File: src/rtl/tx_wqe_pkg.sv
// tx_wqe_pkg: shared WQE field layout, WQE type codes and segmenter FSM states
package tx_wqe_pkg;

    localparam int LEN_LSB   = 0;
    localparam int LEN_MSB   = 31;
    localparam int VADDR_LSB = 32;
    localparam int VADDR_MSB = 95;
    localparam int QPN_LSB   = 96;
    localparam int QPN_MSB   = 119;
    localparam int START_BIT = 120;

    localparam logic WQE_TYPE_LS = 1'b0;
    localparam logic WQE_TYPE_BS = 1'b1;

    typedef enum logic [1:0] {
        ST_IDLE = 2'd0,
        ST_WAIT = 2'd1,
        ST_SEG  = 2'd2,
        ST_WB   = 2'd3
    } seg_state_e;

endpackage

File: src/rtl/wqe_segmenter.sv
// wqe_segmenter: fetches WQEs from the group scheduler and cuts them into PMTU packet descriptors
module wqe_segmenter
    import tx_wqe_pkg::*;
#(
    parameter int WQE_WIDTH           = 512,
    parameter int PWQE_BUF_ADDR_WIDTH = 2,
    parameter int PMTU_LOG2           = 12,
    parameter int BS_QUANTUM          = 4
) (
    input  logic                           clk,
    input  logic                           rst_n,
    input  logic                           i_wqe_cache_empty,
    output logic                           o_wqe_cache_rd,
    input  logic                           i_wqe_val,
    input  logic                           i_wqe_type,
    input  logic [PWQE_BUF_ADDR_WIDTH-1:0] i_wqe_addr,
    input  logic [WQE_WIDTH-1:0]           i_wqe,
    output logic                           o_pwqe_wb,
    output logic [PWQE_BUF_ADDR_WIDTH-1:0] o_pwqe_addr,
    output logic [WQE_WIDTH-1:0]           o_pwqe,
    output logic                           o_slot_release,
    output logic [PWQE_BUF_ADDR_WIDTH-1:0] o_slot_release_addr,
    output logic                           o_pkt_val,
    input  logic                           i_pkt_rdy,
    output logic [23:0]                    o_pkt_qpn,
    output logic [63:0]                    o_pkt_vaddr,
    output logic [PMTU_LOG2:0]             o_pkt_len,
    output logic                           o_pkt_first,
    output logic                           o_pkt_last
);

    localparam int          LW         = PMTU_LOG2 + 1;
    localparam int          QW         = $clog2(BS_QUANTUM + 1);
    localparam logic [31:0] PMTU_BYTES = 32'd1 << PMTU_LOG2;

    seg_state_e                     state_q, state_d;
    logic [WQE_WIDTH-1:0]           wqe_q, wqe_d;
    logic                           type_q, type_d;
    logic [PWQE_BUF_ADDR_WIDTH-1:0] addr_q, addr_d;
    logic [QW-1:0]                  quant_q, quant_d;
    logic                           rd_q, rd_d, wb_q, wb_d, rel_q, rel_d;
    logic                           pkt_val_q, pkt_val_d, pkt_first_q, pkt_first_d, pkt_last_q, pkt_last_d;
    logic [LW-1:0]                  pkt_len_q, pkt_len_d;
    logic [63:0]                    pkt_vaddr_q, pkt_vaddr_d;
    logic [23:0]                    pkt_qpn_q, pkt_qpn_d;
    logic [31:0]                    len_nx;
    logic                           in_seg;

    // Next state, WQE update on each accepted packet, and the descriptor for the following cycle
    always_comb begin
        state_d = state_q;
        wqe_d   = wqe_q;
        type_d  = type_q;
        addr_d  = addr_q;
        quant_d = quant_q;
        rd_d    = 1'b0;
        wb_d    = 1'b0;
        rel_d   = 1'b0;
        case (state_q)
            ST_IDLE: begin
                if (!i_wqe_cache_empty) begin
                    rd_d    = 1'b1;
                    state_d = ST_WAIT;
                end
            end
            ST_WAIT: begin
                if (i_wqe_val) begin
                    wqe_d   = i_wqe;
                    type_d  = i_wqe_type;
                    addr_d  = i_wqe_addr;
                    quant_d = '0;
                    state_d = ST_SEG;
                end
            end
            ST_SEG: begin
                if (pkt_val_q && i_pkt_rdy) begin
                    wqe_d[LEN_MSB:LEN_LSB]     = wqe_q[LEN_MSB:LEN_LSB] - 32'(pkt_len_q);
                    wqe_d[VADDR_MSB:VADDR_LSB] = wqe_q[VADDR_MSB:VADDR_LSB] + 64'(pkt_len_q);
                    wqe_d[START_BIT]           = 1'b0;
                    quant_d                    = quant_q + 1'b1;
                    if (pkt_last_q) begin
                        rel_d   = (type_q == WQE_TYPE_BS);
                        state_d = ST_IDLE;
                    end else if (type_q == WQE_TYPE_BS && quant_d == QW'(BS_QUANTUM)) begin
                        wb_d    = 1'b1;
                        state_d = ST_WB;
                    end
                end
            end
            ST_WB: state_d = ST_IDLE;
            default: state_d = ST_IDLE;
        endcase
        in_seg      = (state_d == ST_SEG);
        len_nx      = wqe_d[LEN_MSB:LEN_LSB];
        pkt_val_d   = in_seg;
        pkt_len_d   = !in_seg ? '0 : (len_nx > PMTU_BYTES) ? PMTU_BYTES[LW-1:0] : len_nx[LW-1:0];
        pkt_last_d  = in_seg && (len_nx <= PMTU_BYTES);
        pkt_first_d = in_seg && wqe_d[START_BIT];
        pkt_vaddr_d = in_seg ? wqe_d[VADDR_MSB:VADDR_LSB] : '0;
        pkt_qpn_d   = in_seg ? wqe_d[QPN_MSB:QPN_LSB] : '0;
    end

    // State and registered outputs; reset drops any in-flight WQE without writeback or release
    always_ff @(posedge clk or negedge rst_n) begin
        if (!rst_n) begin
            state_q     <= ST_IDLE;
            wqe_q       <= '0;
            type_q      <= 1'b0;
            addr_q      <= '0;
            quant_q     <= '0;
            rd_q        <= 1'b0;
            wb_q        <= 1'b0;
            rel_q       <= 1'b0;
            pkt_val_q   <= 1'b0;
            pkt_len_q   <= '0;
            pkt_first_q <= 1'b0;
            pkt_last_q  <= 1'b0;
            pkt_vaddr_q <= '0;
            pkt_qpn_q   <= '0;
        end else begin
            state_q     <= state_d;
            wqe_q       <= wqe_d;
            type_q      <= type_d;
            addr_q      <= addr_d;
            quant_q     <= quant_d;
            rd_q        <= rd_d;
            wb_q        <= wb_d;
            rel_q       <= rel_d;
            pkt_val_q   <= pkt_val_d;
            pkt_len_q   <= pkt_len_d;
            pkt_first_q <= pkt_first_d;
            pkt_last_q  <= pkt_last_d;
            pkt_vaddr_q <= pkt_vaddr_d;
            pkt_qpn_q   <= pkt_qpn_d;
        end
    end

    assign o_wqe_cache_rd      = rd_q;
    assign o_pwqe_wb           = wb_q;
    assign o_pwqe_addr         = addr_q;
    assign o_pwqe              = wqe_q;
    assign o_slot_release      = rel_q;
    assign o_slot_release_addr = addr_q;
    assign o_pkt_val           = pkt_val_q;
    assign o_pkt_qpn           = pkt_qpn_q;
    assign o_pkt_vaddr         = pkt_vaddr_q;
    assign o_pkt_len           = pkt_len_q;
    assign o_pkt_first         = pkt_first_q;
    assign o_pkt_last          = pkt_last_q;

endmodule

File: config.mk
export PLATFORM = sky130hd
export DESIGN_NAME = wqe_segmenter
export DESIGN_NICKNAME = d
export VERILOG_FILES = /design/src/rtl/tx_wqe_pkg.sv /design/src/rtl/wqe_segmenter.sv
export SDC_FILE = /design/constraint.sdc
export NUM_CORES = 1
export LEC_CHECK = 0
export CORE_AREA = 10 10 443 445
export CTS_CLUSTER_DIAMETER = 80
export DETAILED_ROUTE_END_ITERATION = 8
export DIE_AREA = 0 0 453 455
export HOLD_SLACK_MARGIN = 0.02
export PLACE_DENSITY = 0.4
export SLEW_MARGIN = 10
export SYNTH_ARGS = -nofsm -noshare
export SYNTH_HDL_FRONTEND = slang
export SYNTH_SLANG_ARGS = --single-unit
File: constraint.sdc
create_clock -name clk -period 4.5 [get_ports clk]
set_input_delay 0.9 -clock clk [delete_from_list [all_inputs] [get_ports clk]]
set_output_delay 0.9 -clock clk [all_outputs]
set_load 0.02 [all_outputs]
# After elaboration in Yosys (flattened, before gate mapping)
# Cells that the tools add are included.
# Widths: inputs -> output; s select.
# word_totals
out_inout_bits,623
in_bits,520
elab_cells,63
ff_bits,627
# op_classes
n_reduce_logical,8
magnitude_cmp,2
eq_ne,7
add_sub_neg,3
muxes,28
# op_table
cell,n
$pmux 96 s2,1
$mux 121,1
$mux 96,1
$add 64x13->64,1
$mux 64,1
$mux 24,2
$gt 32x13->1 const B,1
$le 32x13->1 const B,1
$sub 32x13->32,1
$mux 13,2
$mux 1,10
$mux 2,5
$pmux 2 s4,1
$eq 2x2->1 const B,3
$mux 3,2
$pmux 3 s2,1
$logic_and 1x1->1,4
$ne 2x2->1 const B,2
$add 3x1->3 const B,1
$eq 3x3->1 const B,1
$reduce_and 3->1,1
$eq 2x1->1 const B,1
$logic_not 2->1,1
$pmux 1 s2,1
other kinds (2),2

# Longest topological paths before layout
# depth
word_depth,9
mapped_depth,14

# Least setup slack after synthesis
# Ideal clock, no wire load.
# synth_timing
kind,input to register
from,in i_pkt_rdy
to,"reg pkt_len_q[11], in the netlist o_pkt_len[11]"
required_time_ns,4.405
cell_stages,12
n_path_buf,4
slack_ns,0.774
arrival_time_ns,3.631
setup_ns,0.095
cell_sequence,buf_2 > nand3b_2 > or2_1 > buf_2 > nor3_2 > a41oi_1 > or3_1 > or4_1 > or4_1 > buf_2 > buf_6 > nor4b_4
# synth_between
elab_chain_cells,6
# synth_rtl
item,line,source
start: declaration,wqe_segmenter.sv:24,"input logic i_pkt_rdy,"
$logic_and 1x1->1,wqe_segmenter.sv:76,if (pkt_val_q && i_pkt_rdy) begin
$mux 96,wqe_segmenter.sv:76,
$pmux 96 s2,wqe_segmenter.sv:59,case (state_q)
net len_nx[21],wqe_segmenter.sv:46,logic [31:0] len_nx;
$gt 32x13->1,wqe_segmenter.sv:96,pkt_len_d = !in_seg ? '0 : (len_nx > PMTU_BYTES) ? PMTU_BYTES[LW-1:0] : len_nx[LW-1:0];
$mux 13 (2 in a row),wqe_segmenter.sv:96,
net pkt_len_d[11],wqe_segmenter.sv:43,"logic [LW-1:0] pkt_len_q, pkt_len_d;"
end signal: assignment,wqe_segmenter.sv:130,pkt_len_q <= pkt_len_d;
end: declaration,wqe_segmenter.sv:43,
# The timed path passes the listed nets, and every way through them passes these cells.
# A chain may end at the register's enable or synchronous reset.

# Final worst setup path
# layout_timing
from,"reg pkt_len_q[10], in the netlist o_pkt_len[10]"
to,"reg pkt_len_q[1], in the netlist o_pkt_len[1]"
# layout_between
elab_chain_cells,6
# layout_rtl
item,line,source
$sub 32x13->32,wqe_segmenter.sv:77,wqe_d[LEN_MSB:LEN_LSB] = wqe_q[LEN_MSB:LEN_LSB] - 32'(pkt_len_q);
$mux 96,wqe_segmenter.sv:76,
$pmux 96 s2,wqe_segmenter.sv:59,
net len_nx[21],wqe_segmenter.sv:46,
$gt 32x13->1,wqe_segmenter.sv:96,
$mux 13 (2 in a row),wqe_segmenter.sv:96,
net pkt_len_d[1],wqe_segmenter.sv:43,
# The timed path passes the listed nets, and every way through them passes these cells.

==> flow_results.org <==
** Pwr
- Summed over all nets, the switching power comes to 16000 uW.
- Fraction of power consumed by sequential logic :: 28.2%
- Worst vdd ir :: 0.357 mV
- In this run switching power makes up 46.4% of total power.
- Power per cell area :: 762 nW/um^2
- Cell internal power was estimated by the tool at 18500 uW.
- Clock network power share :: 20.4%
- Logic gate share of total power :: 51.5%
- Leak Pwr :: 0.0201 uW

** Drt
- In this run the remaining antenna-violating nets after routing total 0.
- Dividing the detail-routed wire length by the instance count gives 27.3 um.
- Detailed router's first-iteration violation count :: 2064
- For this run, design rule violations remaining after detail routing come to 0.
- Before antenna repair, the detailed router went through 5 iterations.
- Final wirelength :: 187000 um
- Total via count in the routed design :: 27500
- Per-cell via count in the routed design :: 4.02

** Clocking
- TritonCTS built the clock tree.
- After clock tree synthesis, the clock-pin slew on the worst setup and hold paths is 60 ps.
- Sinks on Clock Net :: 627
- At the later pin of the worst-skew pair, clock insertion delay measures 720 ps.
- CTS H-tree depth :: 3
- Buffer type at the clock tree root :: clkbuf_16
- No sink is reached through more buffers than the 3 on the longest clock path.
- Clock tree synthesis inserted a total of 87 buffers.
- Post-CTS Repair Setup Buffers :: 0

** Synth
- Synth cell types :: 87
- In the synthesized netlist the dominant register cell turns out to be dfrtp_1.
- The Yosys step of the flow raised 0 warnings.
- Cells after synthesis :: 3124
- Post-synth net total :: 3677
- In this run the mean area of a mapped cell was 8.84 um^2.
- For this run, the register share of the synthesized area comes to 56.8%.
- Synth Cell Area :: 27600 um^2
- FFs w/ async S/R, synth :: 100%
- Counting flops and latches in the post-synthesis netlist gives 627.
- The synthesized design contains 0 enable-type register cells.

** Worst setup path
- Class of the most critical setup path :: flop to flop
- Data on the critical path arrives at its endpoint at 4860 ps.
- STA puts the critical path data required time at 5090 ps.
- Largest driver fanout on the critical path :: 14
- Type of element launching the critical path :: flop
- Delay contributed by the slowest stage of the critical path :: 560 ps
- Slowest stage cell, crit path :: or4_1
- Chain of cells forming the critical path :: inv_1 -> ha_1 -> and4_1 -> and2_1 -> o2111a_1 -> nor4_1 -> or3_1 -> or4_1 -> or4_1 -> buf_4 -> nor4b_1
- The worst setup path is captured at a flop.
- Number of buffer and inverter stages on the critical path :: 2
- Most used cell along the critical path :: or4_1
- Among cell families on the critical path, the largest total delay comes from simple AND/OR/NAND/NOR gates.

** Hold path
- In this run the worst hold path is classified as input pin to async pin.

** STA
- Least-Margin Pin Slew :: 1150 ps
- Number of pins with negative max-slew slack in the final report :: 0
- Number of failing hold endpoints at the final stage :: 0
- In this run the tightest slew margin relative to its limit is 21.3%.
- Max Clk Rate :: 234 MHz
- The worst path in the final design needs a cycle of 4260 ps, including I/O delays and setup.
- Worst-case clock skew :: 24.1 ps
- Setup violations remaining at the end of the flow were counted as 0.
- The worst path uses 94.8% of the clock period.
- Setup repair after global routing left no endpoint under its margin.
- Total negative slack :: 0 ps

** Floorplanning
- Pin placement for this block handled 1143 I/O pins.
- Rows :: 159
- Die Span X :: 453 um
- Area of the core region :: 187000 um^2
- For this configuration, the core starts out at a cell density of 14.8%.
- Die area :: 206000 um^2
- The die is 455 um tall.

** Cells and area
- After the last flow step, the layout net total stands at 4826.
- Excluding fillers, the count of instances in the completed layout stands at 6844.
- Area used by multi-input combinational logic :: 11000 um^2
- In the final layout, flip-flops and latches occupy 15700 um^2.
- From synthesis to final layout, the design area changed by 63.9%.
- Fill cells in the final layout number 20300.
- In the final layout, the share of cells above drive strength 1 is 6.29%.

** Global routing
- Aggregate global routing overflow :: 0
- The first global-routing pass estimated 250000 um of wire.
- Largest net degree at the start of global routing :: 178
- GRT Total Usage :: 17.3%
- Initial antenna violation count :: 49
- Vias in the first global route :: 28100

** Placed design
- Detailed placement ended at an HPWL of 149000 um.
- Number of instances in the placed design :: 6679
- Weighted congestion reported at the end of routability-driven placement :: 0.936
- IO buf count :: 1142

** Run status
- Result of the run :: complete, no violations

** Run
- Number of max-cap violations :: 0
## synthesized netlist by cell type, types with 6 or more instances
| cell | count | area (um^2) |
|---|---|---|
| nand2_1 | 1437 | 5390 |
| dfrtp_1 | 627 | 15700 |
| clkbuf_1 | 143 | 537 |
| o21ai_0 | 108 | 541 |
| inv_1 | 87 | 327 |
| a21oi_1 | 73 | 365 |
| nand3_1 | 55 | 275 |
| nor2_1 | 50 | 188 |
| and2_1 | 45 | 282 |
| a22oi_1 | 35 | 263 |
| ha_1 | 31 | 388 |
| nor3_1 | 27 | 135 |
| a31oi_1 | 25 | 156 |
| o211ai_1 | 24 | 180 |
| nand4_1 | 17 | 106 |
| and3_1 | 16 | 100 |
| nor4_1 | 15 | 93.8 |
| or4_1 | 14 | 105 |
| xnor2_1 | 14 | 123 |
| a21o_1 | 13 | 97.6 |
| a22o_1 | 13 | 114 |
| buf_1 | 13 | 48.8 |
| xor2_1 | 13 | 114 |
| a2111oi_0 | 11 | 96.3 |
| buf_2 | 11 | 55.1 |
| o311ai_0 | 11 | 96.3 |
| or3_1 | 11 | 68.8 |
| mux2i_1 | 10 | 100 |
| and4_1 | 9 | 78.8 |
| nor2b_1 | 9 | 56.3 |
| o221ai_1 | 9 | 78.8 |
| a211o_1 | 8 | 70.1 |
| a221o_1 | 8 | 80.1 |
| nor4b_1 | 8 | 70.1 |
| mux2_2 | 7 | 78.8 |
| nor4b_2 | 6 | 90.1 |
## sequential cells by signal (all words and copies together) (netlist names)
register,flops
o_pkt_val,1
o_slot_release,1
o_pwqe_wb,1
quant_q,3
o_pwqe,512
o_pkt_last,1
o_pkt_first,1
o_pwqe_addr,2
state_q,2
o_pkt_len,13
o_pkt_qpn,24
o_pkt_vaddr,64
type_q,1
o_wqe_cache_rd,1
## cells by family (layout without fill, tap and decap cells)
kind of cell | after synthesis | count (layout) | share of synthesized area [%]
AO/OA/AOI/OAI | 411 | 411 | 10.1
XOR/XNOR | 27 | 27 | 0.856
adder cells (fa/ha/maj) | 33 | 33 | 1.55
buffers and inverters | 260 | 1475 | 3.66
flip-flops | 627 | 627 | 56.8
multiplexers | 17 | 17 | 0.648
other | 0 | 10 | 0
AND/OR/NAND/NOR | 1749 | 1749 | 26.4
## through the flow
step	util [%]	power (uW)	cell area, um^2	hold WS [ps]	setup slack [ps]
after floorplan	-	17400	27600	460	774
after detailed placement	22.6	27700	42400	461	66.1
after global routing	24.2	36500	45300	136	57.5
final	24.2	34500	45300	119	235
after CTS	24.2	35000	45200	101	121
after global placement	22.6	27700	42400	456	114
## placed cells by master (no fill, tap or decap), drive strengths merged, types with 18 or more instances in the layout
master         synthesis  final
a22oi                 35     35
nor3                  28     28
buf                   28     91
o211ai                24     24
clkbuf               143    125
a31oi                 25     25
clkinv                 1     18
nand2               1437   1437
nor2                  50     50
dfrtp                627    627
o21ai                112    112
inv                   88     94
nand3                 55     55
and2                  47     47
ha                    31     31
clkdlybuf4s50          0   1140
a21oi                 73     73
## metal layers
layer | vias to the layer above | track usage, % | routed length (um)
met3 | 244 | 4.44 | 12100
met5 | - | 0 | 56
met2 | 929 | 30.5 | 95800
li1 | 12600 | - | -
met1 | 13700 | 20.2 | 72700
met4 | 10 | 5.94 | 6160
## power groups by stage
stage	Clock, uW	Combinational (uW)	Sequential [uW]
6_report	7020	17800	9710
3_5_place_dp	0	18000	9700
5_1_grt	7500	19000	9970
2_1_floorplan	0	5560	11800
3_3_place_gp	0	18000	9690
4_1_cts	7310	18000	9680
## layout make-up
class,instances,share of cell area (%)
Sequential cell,627,34.7
Timing Repair Buffer,1231,27.1
Multi-Input combinational cell,2237,24.2
Tap cell,2495,6.90
Clock buffer,125,5.54
Clock inverter,30,0.752
Inverter,89,0.738
Antenna cell,10,0.0553
## worst paths after layout
path | slack (ps) | depth (start not counted) | endpoint | start
setup / recovery | 240 | 11 | o_pkt_len[1] | o_pkt_len[10]
hold / removal | 120 | 1 | o_pwqe[14] | rst_n
setup reg to reg | 240 | 11 | o_pkt_len[1] | o_pkt_len[10]
hold reg to reg | 470 | 2 | o_pwqe[285] | o_pwqe[285]
max in group asynchronous | 3310 | 2 | o_pwqe[306] | rst_n
min in group clk | 470 | 2 | o_pwqe[285] | o_pwqe[285]
## repair_timing
item | in CTS | in global routing
hold buffers | 0 | 0
endpoints found under the setup margin | 0 | 13
gates resized for setup | 0 | 1
No activity file was read; power rests on OpenSTA's default activity.
